==> config.mk <==
export PLATFORM = sky130hd
export DESIGN_NAME = s526n_bist_driver
export DESIGN_NICKNAME = d
export VERILOG_FILES = /design/src/rtl/s526n_bist_driver.sv
export SDC_FILE = /design/constraint.sdc
export NUM_CORES = 1
export LEC_CHECK = 0
export ABC_AREA = 1
export BUFFER_PORTS_ARGS = -buffer_cell sky130_fd_sc_hd__buf_2
export CAP_MARGIN = 30
export CORE_MARGIN = 4
export CORE_UTILIZATION = 37
export CTS_CLUSTER_DIAMETER = 40
export DETAILED_ROUTE_END_ITERATION = 7
export HOLD_SLACK_MARGIN = 0.12
export PLACE_DENSITY = 0.56
export SYNTH_ARGS = -nofsm -noshare
export SYNTH_HDL_FRONTEND = slang
export SYNTH_SLANG_ARGS = --single-unit
==> constraint.sdc <==
create_clock -name CK -period 2.1 [get_ports CK]
set_input_delay 0.105 -clock CK [delete_from_list [all_inputs] [get_ports CK]]
set_output_delay 0.105 -clock CK [all_outputs]
set_load 0.005 [all_outputs]
==> src/rtl/s526n_bist_driver.sv <==
// BIST driver for the s526n benchmark: LFSR stimulus on {G2,G1,G0}, 16-bit MISR
// compaction of the six benchmark outputs, start/done handshake with abort.
module s526n_bist_driver #(
  parameter int unsigned NUM_CYCLES = 256,
  parameter int unsigned WARMUP     = 4,
  parameter logic [15:0] SEED       = 16'hACE1
) (
  input  logic        CK,
  input  logic        RST,
  input  logic        start,
  input  logic        abort,
  output logic [2:0]  dut_in,
  input  logic [5:0]  dut_out,
  output logic        busy,
  output logic        done,
  output logic [15:0] signature,
  output logic [15:0] pat_cnt
);

  typedef enum logic [2:0] {IDLE, WARM, RUN, DRAIN, DONE} state_t;

  localparam logic [15:0] SEED_EFF  = (SEED == 16'h0000) ? 16'h0001 : SEED;
  localparam logic [15:0] LAST_PAT  = 16'(NUM_CYCLES - 1);
  localparam logic [15:0] WARM_LOAD = 16'(WARMUP);

  state_t      state;
  logic [15:0] lfsr;
  logic [15:0] misr;
  logic [15:0] warm_cnt;
  logic [15:0] lfsr_next;
  logic [15:0] misr_next;

  always_comb begin
    lfsr_next = {lfsr[14:0], lfsr[15] ^ lfsr[13] ^ lfsr[12] ^ lfsr[10]};
    misr_next = {misr[14:0], misr[15] ^ misr[13] ^ misr[12] ^ misr[10]}
                ^ {10'b0, dut_out};
  end

  assign dut_in    = (state == RUN) ? lfsr[2:0] : '0;
  assign signature = misr;

  always_ff @(posedge CK or posedge RST) begin
    if (RST) begin
      state    <= IDLE;
      lfsr     <= '0;
      misr     <= '0;
      pat_cnt  <= '0;
      warm_cnt <= '0;
      busy     <= 1'b0;
      done     <= 1'b0;
    end else begin
      done <= 1'b0;
      case (state)
        IDLE: begin
          if (start) begin
            lfsr     <= SEED_EFF;
            misr     <= '0;
            pat_cnt  <= '0;
            warm_cnt <= WARM_LOAD;
            busy     <= 1'b1;
            state    <= (WARMUP == 0) ? RUN : WARM;
          end
        end
        WARM: begin
          if (abort) begin
            state <= IDLE;
            busy  <= 1'b0;
          end else begin
            warm_cnt <= warm_cnt - 16'd1;
            if (warm_cnt == 16'd1) state <= RUN;
          end
        end
        RUN: begin
          if (abort) begin
            state <= IDLE;
            busy  <= 1'b0;
          end else begin
            lfsr    <= lfsr_next;
            pat_cnt <= pat_cnt + 16'd1;
            // benchmark outputs lag one cycle: nothing to sample on the first pattern
            if (pat_cnt != 16'd0) misr <= misr_next;
            if (pat_cnt == LAST_PAT) state <= DRAIN;
          end
        end
        DRAIN: begin
          busy <= 1'b0;
          if (abort) begin
            state <= IDLE;
          end else begin
            misr  <= misr_next;
            done  <= 1'b1;
            state <= DONE;
          end
        end
        DONE: state <= IDLE;
        default: begin
          state <= IDLE;
          busy  <= 1'b0;
        end
      endcase
    end
  end

endmodule

Yosys cells after proc, flatten, opt, wreduce, memory -nomap -nowiden --
Cells that the tools add are included.
Storage, ports and cells: register bits after elaboration 69, output and inout bits 37, input bits 10
Cells by class: equal/unequal tests 14, multiplexer cells 26, add/subtract/negate cells 2, reduce and logical (&&, ||, !) cells 11, bitwise logic cells 8
Operators with widths (count):
- $mux W16 | 9
- $pmux W16 S2 | 3
- $pmux W16 S3 | 1
- $mux W3 | 7
- $add A16 B1 Y16 const B | 1
- $eq A16 B1 Y1 const B | 1
- $eq A16 B8 Y1 const B | 1
- $reduce_bool A16 Y1 | 1
- $sub A16 B1 Y16 const B | 1
- $xor A16 B6 Y16 | 1
- $pmux W3 S4 | 1
- $reduce_and A3 Y1 | 4
- $ne A2 B2 Y1 const B | 4
- $eq A3 B2 Y1 const B | 2
- $xor A1 B1 Y1 | 6
- $reduce_and A5 Y1 | 1
- $mux W1 | 4
- $ne A2 B1 Y1 const B | 2
- $reduce_bool A2 Y1 | 2
- $eq A3 B1 Y1 const B | 1
- $eq A3 B3 Y1 const B | 1
- $logic_not A3 Y1 | 1
- $ne A3 B2 Y1 const B | 1
- $ne A3 B3 Y1 const B | 1
- other kinds (4) | 4

Logic depth before layout (Yosys ltp) --
word-level depth 7, depth in mapped cells 9

Worst setup path before layout --
No wires, ideal clock.
path type reg-to-reg, from register pat_cnt[0], to register misr[15], in the netlist signature[15], setup time 0.074 ns, stages on the path, launching flop included 10, data required time 2.026 ns, buffers on the path 1, setup slack 0.656 ns, clock period less this slack 1.444 ns, data arrival time 1.370 ns, path through dfrtp_1 -> inv_1 -> ha_1 -> nand3_1 -> nor2_1 -> nand3_1 -> nand2_4 -> buf_6 -> nand2_1 -> o21ai_2
Between the ends: word-level cells in the longest chain between the ends 3
RTL lines:
- start, declared | RTL line 17 | output logic [15:0] pat_cnt
- start signal, assigned | RTL line 79 | pat_cnt <= pat_cnt + 16'd1;
- $reduce_bool A16 Y1 | RTL line 81 | if (pat_cnt != 16'd0) misr <= misr_next;
- $ne A2 B1 Y1 (no line)
- $reduce_and A5 Y1 (no line)
- end signal, assigned | RTL line 81
- end signal, assigned | RTL line 90 | misr <= misr_next;
- end, declared | RTL line 28 | logic [15:0] misr;
No other way between the ends. A chain may end at the register's enable or synchronous reset.

Worst setup path after layout --
from register state[0], to register misr[13], in the netlist signature[13]
Between the ends: word-level cells in the longest chain between the ends 3, elaborated cells between the ends (all ways) 10, classes of those cells 6 x eq/ne; 1 x mux; 3 x reduce/logical
RTL lines:
- start, declared | RTL line 26 | state_t state;
- start signal, assigned | RTL line 61 | state <= (WARMUP == 0) ? RUN : WARM;
- $eq A3 B2 Y1 / $logic_not A3 Y1 (equally long branches) | RTL line 53 | case (state)
- $ne A2 B1 Y1 (no line), or another cell as far along
- $reduce_and A5 Y1 (no line)
Parallel ways exist; a longest one is shown, timed or not.

==> results.yml <==
synth:
  syn-cell-area_sq_um: 3780
  syn_avg_cell_area_sq_um: 7.57
  async_reset_ff_frac: 1.00
  yosysTopAreaCellShare: 0.457
  ys_seq_elements: 69
  synth.most_common_cell: "nand2_1"
  synth_edf_count: 0
  synth_top_area_cell: "dfrtp_1"
  synth_cell_type_count: 33
  synth_ff_type: "dfrtp_1"
  ys_seq_area_frac: 0.457
  synthTopCellsByArea: "dfrtp_1, nand2_1, nor2_1"
  synthesis.instances: 499
  synthesis.nets: 513
  ys_top_cells_by_count: "nand2_1, dfrtp_1, nor2_1"
  synth_warnings: 0
drt:
  first_pass_iters: 4
  wl_per_cell_microns: 12.4
  drc_errors: 0
  drt-total-wl_mm: 8.58
  via_count: 3336
  drt_iter0_markers: 226
  ant_nets: 0
  avgViaCountPerCell: 4.81
timing:
  fin_crit_sh: 0.830
  rsz0062_at_grt: "no"
  setup_viol: 0
  hold_viol_final: 0
  worst_slew_margin_rel: 0.670
  tightest_slew_ps: 494
  skew_ps: 8.79
  fin_tns_setup_ps: 0
  report.final.slew_viol_count: 0
  fin_crit_ps: 1740
  max_freq_ghz: 0.574
clocking:
  cts_sinks: 69
  post-cts-setup-buffers: 0
  clockBufferDepth: 2
  clk-insertion-delay-late_ps: 360
  htreeDepth: 3
  cts_tree: "done"
  ctsResizeCount: 0
  numCtsBuffers: 9
  hold_buffers: 7
  cts_root_buf: "clkbuf_8"
  clk_pin_slew_ps: 80
placed_design:
  placed_area_sq_um: 4140
  hpwlAfterDp_mm: 5.91
  io_buffers: 46
  gp_congestion: 0.823
  dp.cells: 670
setup_path:
  critPathCaptureType: "flop"
  cp.required_ps: 2380
  crit_arrival_ps: 2020
  start_kind: "flop"
  crit_type: "reg -> reg"
  critPathMaxFanout: 24
power_and_ir_drop:
  switchingPower_uw: 2380
  clkPwrFrac: 0.225
  combPwrFrac: 0.420
  power_density_nw_per_um2: 1240
  p_int_uw: 3130
  vdd_drop_max_uv: 482
  p_leak_uw: 0.00226
  p_total_uw: 5520
  sw_frac_of_total: 0.432
  p_seq_frac: 0.355
global_routing:
  grt_pass1_vias: 3082
  grtUsageTotal: 0.159
  antenna_found_initial: 0
  overflow: 0
  grt_pass1_wl_mm: 15.0
  grt_max_degree: 70
layout:
  layout-drive-gt1-share: 0.159
  diodes: 0
  nets: 569
  fill_cells: 977
  final_cell_count_no_fill: 693
  area_delta_synth_final_pct: 17.5
  fin_area_sq_um: 4440
  utilization: 0.450
die:
  floorplan.die_area_sq_um: 11900
  start_util: 0.383
  die_w_microns: 109
  fp.dieH_microns: 109
  pin_count: 47
  rows: 36
  core_area_sq_um: 9860
run:
  cap_violations: 0
worst_hold_path:
  hp-class: "in -> reg"
run_status:
  outcome: "completed"
[metrics by stage]
stage,hold WS (ps),setup WS (ps)
after floorplan,176,255
after global placement,218,369
after detailed placement,220,381
after CTS,135,354
after global routing,146,136
final,137,357
[critical path: stages, from the launching register on]
cell and delay, ps:
dfrtp_1 410, inv_2 150, nand3b_1 170, inv_1 240, nand3_1 220, nand2_4 300, nand2_1 90, o21ai_1 80
[final timing paths]
path	startpoint	endpoint	slack, ps	cells past startpoint
max reg2reg	state[0]$_DFFE_PP0P_	signature[13]$_DFFE_PP0P_	360	7
min	start	busy$_DFFE_PP0P_	140	3
min reg2reg	lfsr[7]$_DFFE_PP0P_	lfsr[7]$_DFFE_PP0P_	490	2
max in group asynchronous	RST	warm_cnt[7]$_DFFE_PP0P_	1440	4
max	state[0]$_DFFE_PP0P_	signature[13]$_DFFE_PP0P_	360	7
min in group asynchronous	RST	signature[5]$_DFFE_PP0P_	350	4
[final cells by class]
cell class / count / area (sq um) / area share
Clock inverter: 6 / 86.3 / 0.0195
Inverter: 51 / 191 / 0.0431
Sequential cell: 69 / 1730 / 0.389
Tap cell: 133 / 166 / 0.0375
Timing Repair Buffer: 58 / 363 / 0.0818
Multi-Input combinational cell: 366 / 1770 / 0.398
Clock buffer: 10 / 138 / 0.0310
[logic make-up (layout without fill, tap and decap cells)]
group / count (synthesis) / after routing / share of synthesized area
simple gates: 288 / 288 / 0.330
flops: 69 / 69 / 0.457
buf+inv: 64 / 125 / 0.0755
compound gates: 62 / 62 / 0.0964
xor+xnor: 12 / 12 / 0.0278
fa+ha+maj: 4 / 4 / 0.0132
[cells in the final DEF (no fill, tap or decap), types with 2 or more instances in the layout]
master / netlist / final
nand2_1: 154 / 154
dfrtp_1: 69 / 69
nor2_1: 62 / 62
inv_1: 48 / 47
buf_2: 5 / 46
nand3_1: 34 / 34
o21ai_0: 33 / 33
nand4_1: 19 / 19
clkbuf_8: 0 / 10
o21ai_1: 8 / 8
o21ai_2: 8 / 8
a21oi_1: 7 / 7
dlygate4sd3_1: 0 / 7
xor2_1: 6 / 6
xnor2_1: 6 / 6
nor3_1: 5 / 5
inv_2: 3 / 4
ha_1: 4 / 4
nand3b_1: 3 / 3
buf_4: 4 / 3
nor2_4: 2 / 2
o21bai_1: 2 / 2
or2_2: 2 / 2
o31ai_1: 2 / 2
bufinv_16: 0 / 2
clkinv_2: 0 / 2
buf_12: 0 / 2
[layer usage]
| layer | global-route usage | up-vias | routed length (microns) |
|---|---|---|---|
| li1 | - | 1714 | - |
| met5 | 0 | - | 0 |
| met3 | 0.0385 | 8 | 396 |
| met4 | 0.0487 | 0 | 103 |
| met1 | 0.216 | 1548 | 4110 |
| met2 | 0.249 | 66 | 3970 |
[power by group through the flow]
| stage | registers (uW) | clock network (uW) | logic, uW |
|---|---|---|---|
| finish | 1960 | 1240 | 2320 |
| global route | 2010 | 1330 | 2690 |
| CTS | 1960 | 1260 | 2360 |
| detailed placement | 1980 | 0 | 2330 |
| global placement | 1970 | 0 | 2300 |
| floorplan | 1930 | 0 | 1860 |
[sequential cells by signal, indices dropped and copies added, names as in the netlist]
register   count
busy           1
done           1
lfsr          16
pat_cnt       16
signature     16
state          3
warm_cnt      16
Power figures use the tool's default switching activity.
